**src/rtl/riscv_pkg.sv**
```systemverilog
// riscv_pkg - shared integer-core defaults.
//   XLEN / NREGS / ADDR : default register width, register count, address width
//   reg_addr_t / xlen_t : register address and data types
//   addr_in_range       : true when an address names an implemented register
package riscv_pkg;

  localparam int XLEN  = 32;
  localparam int NREGS = 32;
  localparam int ADDR  = $clog2(NREGS);

  typedef logic [ADDR-1:0] reg_addr_t;
  typedef logic [XLEN-1:0] xlen_t;

  // Addresses at or above nregs exist only when nregs is not a power of two;
  // they behave as unimplemented registers.
  function automatic logic addr_in_range(input logic [31:0] addr, input int nregs);
    return addr < 32'(nregs);
  endfunction

endpackage

```
**src/rtl/regfile_scoreboard.sv**
```systemverilog
// regfile_scoreboard - one busy bit per architectural register.
//   clk, rst        : clock, synchronous active-high reset
//   iss_valid/iss_rd: destination of the instruction issued this cycle (sets busy)
//   we/wa           : writeback ports (clear busy)
//   busy            : current busy bits, busy[0] is always 0
module regfile_scoreboard
  import riscv_pkg::*;
#(
  parameter int NREGS = riscv_pkg::NREGS,
  parameter int ADDR  = $clog2(NREGS),
  parameter int NWR   = 2
) (
  input  logic             clk,
  input  logic             rst,
  input  logic             iss_valid,
  input  logic [ADDR-1:0]  iss_rd,
  input  logic [NWR-1:0]   we,
  input  logic [ADDR-1:0]  wa [NWR],
  output logic [NREGS-1:0] busy
);

  logic [NREGS-1:0] busy_next;

  always_comb begin
    busy_next = busy;
    for (int j = 0; j < NWR; j++) begin
      if (we[j] && addr_in_range(32'(wa[j]), NREGS)) busy_next[wa[j]] = 1'b0;
    end
    // Set is applied after clear: a newly issued producer must stay tracked
    // even if an older producer of the same register retires this cycle.
    if (iss_valid && iss_rd != '0 && addr_in_range(32'(iss_rd), NREGS)) begin
      busy_next[iss_rd] = 1'b1;
    end
    busy_next[0] = 1'b0;
  end

  always_ff @(posedge clk) begin
    if (rst) busy <= '0;
    else     busy <= busy_next;
  end

endmodule

```
**src/rtl/regfile_mp.sv**
```systemverilog
// regfile_mp - multi-port integer register file with busy-bit scoreboard.
//   clk, rst   : clock, synchronous active-high reset
//   rs_addr    : NRD read addresses
//   rs_data    : NRD combinational read data
//   rs_busy    : addressed register still has an outstanding producer
//   rs_valid   : read port used by the instruction in decode
//   stall      : some used read port is busy
//   iss_valid  : issue with destination iss_rd this cycle
//   we, wa, wd : NWR write ports, higher index wins on address collision
module regfile_mp
  import riscv_pkg::*;
#(
  parameter int XLEN   = riscv_pkg::XLEN,
  parameter int NREGS  = riscv_pkg::NREGS,
  parameter int ADDR   = $clog2(NREGS),
  parameter int NRD    = 2,
  parameter int NWR    = 2,
  parameter int BYPASS = 1
) (
  input  logic            clk,
  input  logic            rst,
  input  logic [ADDR-1:0] rs_addr [NRD],
  output logic [XLEN-1:0] rs_data [NRD],
  output logic [NRD-1:0]  rs_busy,
  input  logic [NRD-1:0]  rs_valid,
  output logic            stall,
  input  logic            iss_valid,
  input  logic [ADDR-1:0] iss_rd,
  input  logic [NWR-1:0]  we,
  input  logic [ADDR-1:0] wa [NWR],
  input  logic [XLEN-1:0] wd [NWR]
);

  logic [XLEN-1:0]  regs [NREGS];
  logic [NREGS-1:0] busy;
  logic [NRD-1:0]   fwd_hit;

  regfile_scoreboard #(
    .NREGS (NREGS),
    .ADDR  (ADDR),
    .NWR   (NWR)
  ) u_scoreboard (
    .clk       (clk),
    .rst       (rst),
    .iss_valid (iss_valid),
    .iss_rd    (iss_rd),
    .we        (we),
    .wa        (wa),
    .busy      (busy)
  );

  // Ports are visited in ascending order so the last nonblocking assignment,
  // i.e. the highest port index, wins a same-address collision.
  always_ff @(posedge clk) begin
    if (rst) begin
      for (int r = 0; r < NREGS; r++) regs[r] <= '0;
    end else begin
      for (int j = 0; j < NWR; j++) begin
        if (we[j] && wa[j] != '0 && addr_in_range(32'(wa[j]), NREGS)) begin
          regs[wa[j]] <= wd[j];
        end
      end
    end
  end

  always_comb begin
    for (int i = 0; i < NRD; i++) begin
      rs_data[i] = '0;
      rs_busy[i] = 1'b0;
      fwd_hit[i] = 1'b0;
      if (rs_addr[i] != '0 && addr_in_range(32'(rs_addr[i]), NREGS)) begin
        rs_data[i] = regs[rs_addr[i]];
        if (BYPASS != 0) begin
          for (int j = 0; j < NWR; j++) begin
            if (we[j] && wa[j] == rs_addr[i]) begin
              rs_data[i] = wd[j];
              fwd_hit[i] = 1'b1;
            end
          end
        end
        // A forwarded value satisfies the consumer, so it need not wait.
        rs_busy[i] = busy[rs_addr[i]] & ~fwd_hit[i];
      end
    end
  end

  always_comb begin
    stall = |(rs_valid & rs_busy);
  end

endmodule

```
**config.mk**
```make
export PLATFORM = sky130hd
export DESIGN_NAME = regfile_mp
export DESIGN_NICKNAME = d
export VERILOG_FILES = /design/src/rtl/riscv_pkg.sv /design/src/rtl/regfile_scoreboard.sv /design/src/rtl/regfile_mp.sv
export SDC_FILE = /design/constraint.sdc
export NUM_CORES = 2
export LEC_CHECK = 0
export CORE_MARGIN = 3
export CORE_UTILIZATION = 25
export CTS_CLUSTER_SIZE = 10
export DETAILED_ROUTE_END_ITERATION = 8
export GPL_ROUTABILITY_DRIVEN = 0
export SLEW_MARGIN = 20
export SYNTH_ARGS = -nofsm -noshare
export SYNTH_HDL_FRONTEND = slang
export SYNTH_SLANG_ARGS = --single-unit
```
**constraint.sdc**
```tcl
create_clock -name clk -period 4.5 [get_ports clk]
set_input_delay 0.45 -clock clk [delete_from_list [all_inputs] [get_ports clk]]
set_output_delay 0.45 -clock clk [all_outputs]
set_load 0.05 [all_outputs]
```
==> qor.csv <==
stage,metric,value,unit
cells_and_area,FF/Latch Area,31400,sq um
clocking,htree depth,3,
worst_setup_path,startpoint types,input pin,
worst_setup_path,CP max stage cell,a221oi_1,
route,WL final,270000,um
hold_path,Hold Path Class,in2reg,
die,row count,181,
clocking,"Reg clk slew, reported paths",0.06,ns
pwr,Pwr Density,349,nW/um^2
cells_and_area,multi-input logic area,28300,sq um
route,DRT iter0 DRCs,7137,
logic_synthesis,Synth top area share,0.498,
timing,relative slew slack,0.111,
route,First-pass DRT Iterations,7,
grt,grt met1 use,0.231,
worst_setup_path,Crit path largest cell delay,1.08,ns
grt,vias in the first global route,46300,
timing,fin crit period,4.33,ns
route,"antenna viol nets, final",0,
timing,Final Skew,0,ns
timing,worst hold slack,0.189,ns
die,Initial Utilization,0.253,
route,Vias/cell,6.38,
logic_synthesis,"area leader, netlist",edfxtp_1,
grt,initial antenna violation count,15,
logic_synthesis,Syn Inst Count,4193,
timing,RSZ-0062 raised after global routing,no,
die,I/O pin count,163,
timing,Final Max Tran Viols,0,
logic_synthesis,Synthesis Warnings,0,
die,Core Box Area,244000,sq um
logic_synthesis,Synth cell types,53,
grt,routing usage on met2,0.327,
timing,Worst Tran Pin Value,1.33,ns
clocking,CTS root buf,clkbuf_16,
grt,first-pass GRT wire length,371000,um
clocking,CTS tree,done,
pwr,Peak VDD IR,324,uV
die,total die area,253000,sq um
clocking,hold-fix buffers at CTS,0,
logic_synthesis,Synth Flop Type,edfxtp_1,
worst_setup_path,CP endpoint kind,output port,
worst_setup_path,Worst Path Max Fanout,26,
timing,# setup viols final,0,
route,DR WL/cell,36.6,um
route,# DRC,0,
die,die width,503,um
grt,gr busiest metal,met2,
grt,Global Route met3 Usage,0.0512,
logic_synthesis,Synth Area in Adders,0,
clocking,clock latency on the worst-skew pair,0.75,ns
cells_and_area,fin util,0.295,
pwr,leakage power,23.4,nW
run_status,status,completed,
worst_setup_path,crit path cell chain,"buf_8, buf_12, buf_4, mux4_2, mux2_2, a221oi_1, o32ai_1, buf_12",
logic_synthesis,Synth area leaders,"edfxtp_1, mux4_2, a22o_1, clkbuf_1, mux2i_1",
clocking,CTS sink cnt,1055,
worst_setup_path,"delay-heaviest family, CP",compound AO/OA/AOI/OAI gates,
cells_and_area,share of cells above drive strength 1,0.303,
logic_synthesis,Synth Register Bits,1055,
worst_setup_path,data required time at the worst endpoint,4.05,ns
logic_synthesis,largest family of logic cells by synthesized area,multiplexers,
die,Die H,503,um
logic_synthesis,"Async S/R FF share, synth",0,
placement,HPWL Detailed,161000,um
logic_synthesis,syn avg cell area,14.7,sq um
logic_synthesis,commonest cells in the netlist,"a22o_1, edfxtp_1, mux4_2",
worst_setup_path,critical path class,in2out,
route,Vias,47000,
clocking,Longest Clk Path Bufs,3,
logic_synthesis,number of synthesized flops with an enable pin,1024,
cells_and_area,Non-Filler Instances,7369,
timing,Max Freq,231,MHz
placement,dpl cells,7208,
worst_setup_path,"Arr. time, crit path",3.88,ns
timing,endpoints failing hold,0,
timing,Final Cycle Share,0.963,
logic_synthesis,compound-cell area share of the yosys netlist,0.189,
grt,largest net degree at the start of global routing,78,
worst_setup_path,cell mode on critical path,buf_12,
worst_setup_path,worst path bufs/invs,4,
grt,Overflow after GRT,0,
job,MaxCap Viol Count,0,
cells_and_area,Nets,4222,
logic_synthesis,Post-Synth XOR/XNOR Area,0.00284,
clocking,CTS Buf Count,118,
cells_and_area,Fillers,23900,
logic_synthesis,post-synthesis sequential area ratio,0.508,
logic_synthesis,post-synthesis mux area share,0.226,
cells_and_area,Area Growth Syn to Fin,17.0,%
placement,Port Buf Inserts,162,
grt,overall routing resource usage,0.206,
clocking,Setup Buffers After CTS,0,
logic_synthesis,Simple-Gate Fraction of Synth Area,0.0231,
clocking,CTS resizes,0,
logic_synthesis,Post-Synthesis Cell Area,61700,sq um
## kinds of logic (layout without fill, tap and decap cells)
group,Yosys count,count (layout)
AO/OA/AOI/OAI,1375,1375
flip-flops,1055,1055
multiplexers,761,761
buffers and inverters,701,636
AND/OR/NAND/NOR,280,280
XOR/XNOR,20,20
other,1,40
## worst paths after layout
path	start	endpoint	slack, ns	cells past startpoint
max	rs_addr[5]	rs_data[34]	0.17	8
min	rst	u_scoreboard.busy[19]	0.19	2
max reg2reg	u_scoreboard.busy[7]	u_scoreboard.busy[7]	3.80	2
min reg2reg	u_scoreboard.busy[3]	u_scoreboard.busy[3]	0.50	2
## power breakdown
part | switching [mW] | leakage, nW | internal, mW
sequential | 0.285 | 10.0 | 11.4
clock | 3.98 | 1.60 | 4.88
combinational | 2.80 | 11.8 | 1.86
## routing by layer
| layer | vias to the layer above | share of wire |
|---|---|---|
| li1 | 17600 | - |
| met1 | 24200 | 0.32 |
| met2 | 4040 | 0.46 |
| met3 | 1085 | 0.12 |
| met4 | 14 | 0.098 |
| met5 | - | 0.00034 |
## area by class of cell
| class | instances | area share |
|---|---|---|
| inverters | 7 | 0.000364 |
| repair buffers | 476 | 0.0713 |
| multi-input cells | 2468 | 0.393 |
| well taps | 3202 | 0.0555 |
| clock buffers | 145 | 0.0436 |
| diodes | 8 | 0.000277 |
| clock inverters | 8 | 0.00184 |
| flip-flops and latches | 1055 | 0.435 |
## stage by stage
stage | instance area, sq um | power (mW) | TNS (ns) | setup WS [ns]
finish | 72200 | 25.2 | 0 | 0.168
global route | 72200 | 25.6 | 0 | 0.237
CTS | 72200 | 25.1 | 0 | 0.501
detailed placement | 68900 | 16.4 | 0 | 0.518
global placement | 68900 | 16.3 | -0.187 | -0.187
floorplan | 61800 | 14.3 | 0 | 0.809
## registers in the layout, summed over array words and instances, names as in the netlist
register	count
u_scoreboard.busy	31
regs	1024
## placed cells by master, fill, tap and decap left out, types with 7 or more instances in the layout
cell type and count:
o31ai_1 28, nor3_2 18, nor2_4 32, mux2i_1 141, a22o_1 1024, clkdlybuf4s50_1 82, buf_4 278, a221oi_1 33
clkbuf_16 121, clkbuf_1 21, dfxtp_1 31, nand2_1 15, xnor2_1 14, nor3_4 14, edfxtp_1 1024, buf_12 107
nor3b_1 7, o32ai_1 30, conb_1 32, diode_2 8, o22ai_1 59, o221ai_1 30, a22oi_1 120, o221ai_4 27
nor2_1 82, mux2_2 124, nand3b_1 8, nand3_1 10, nor2b_1 7, mux4_2 496, nor3_1 42
Power figures use the tool's default switching activity.
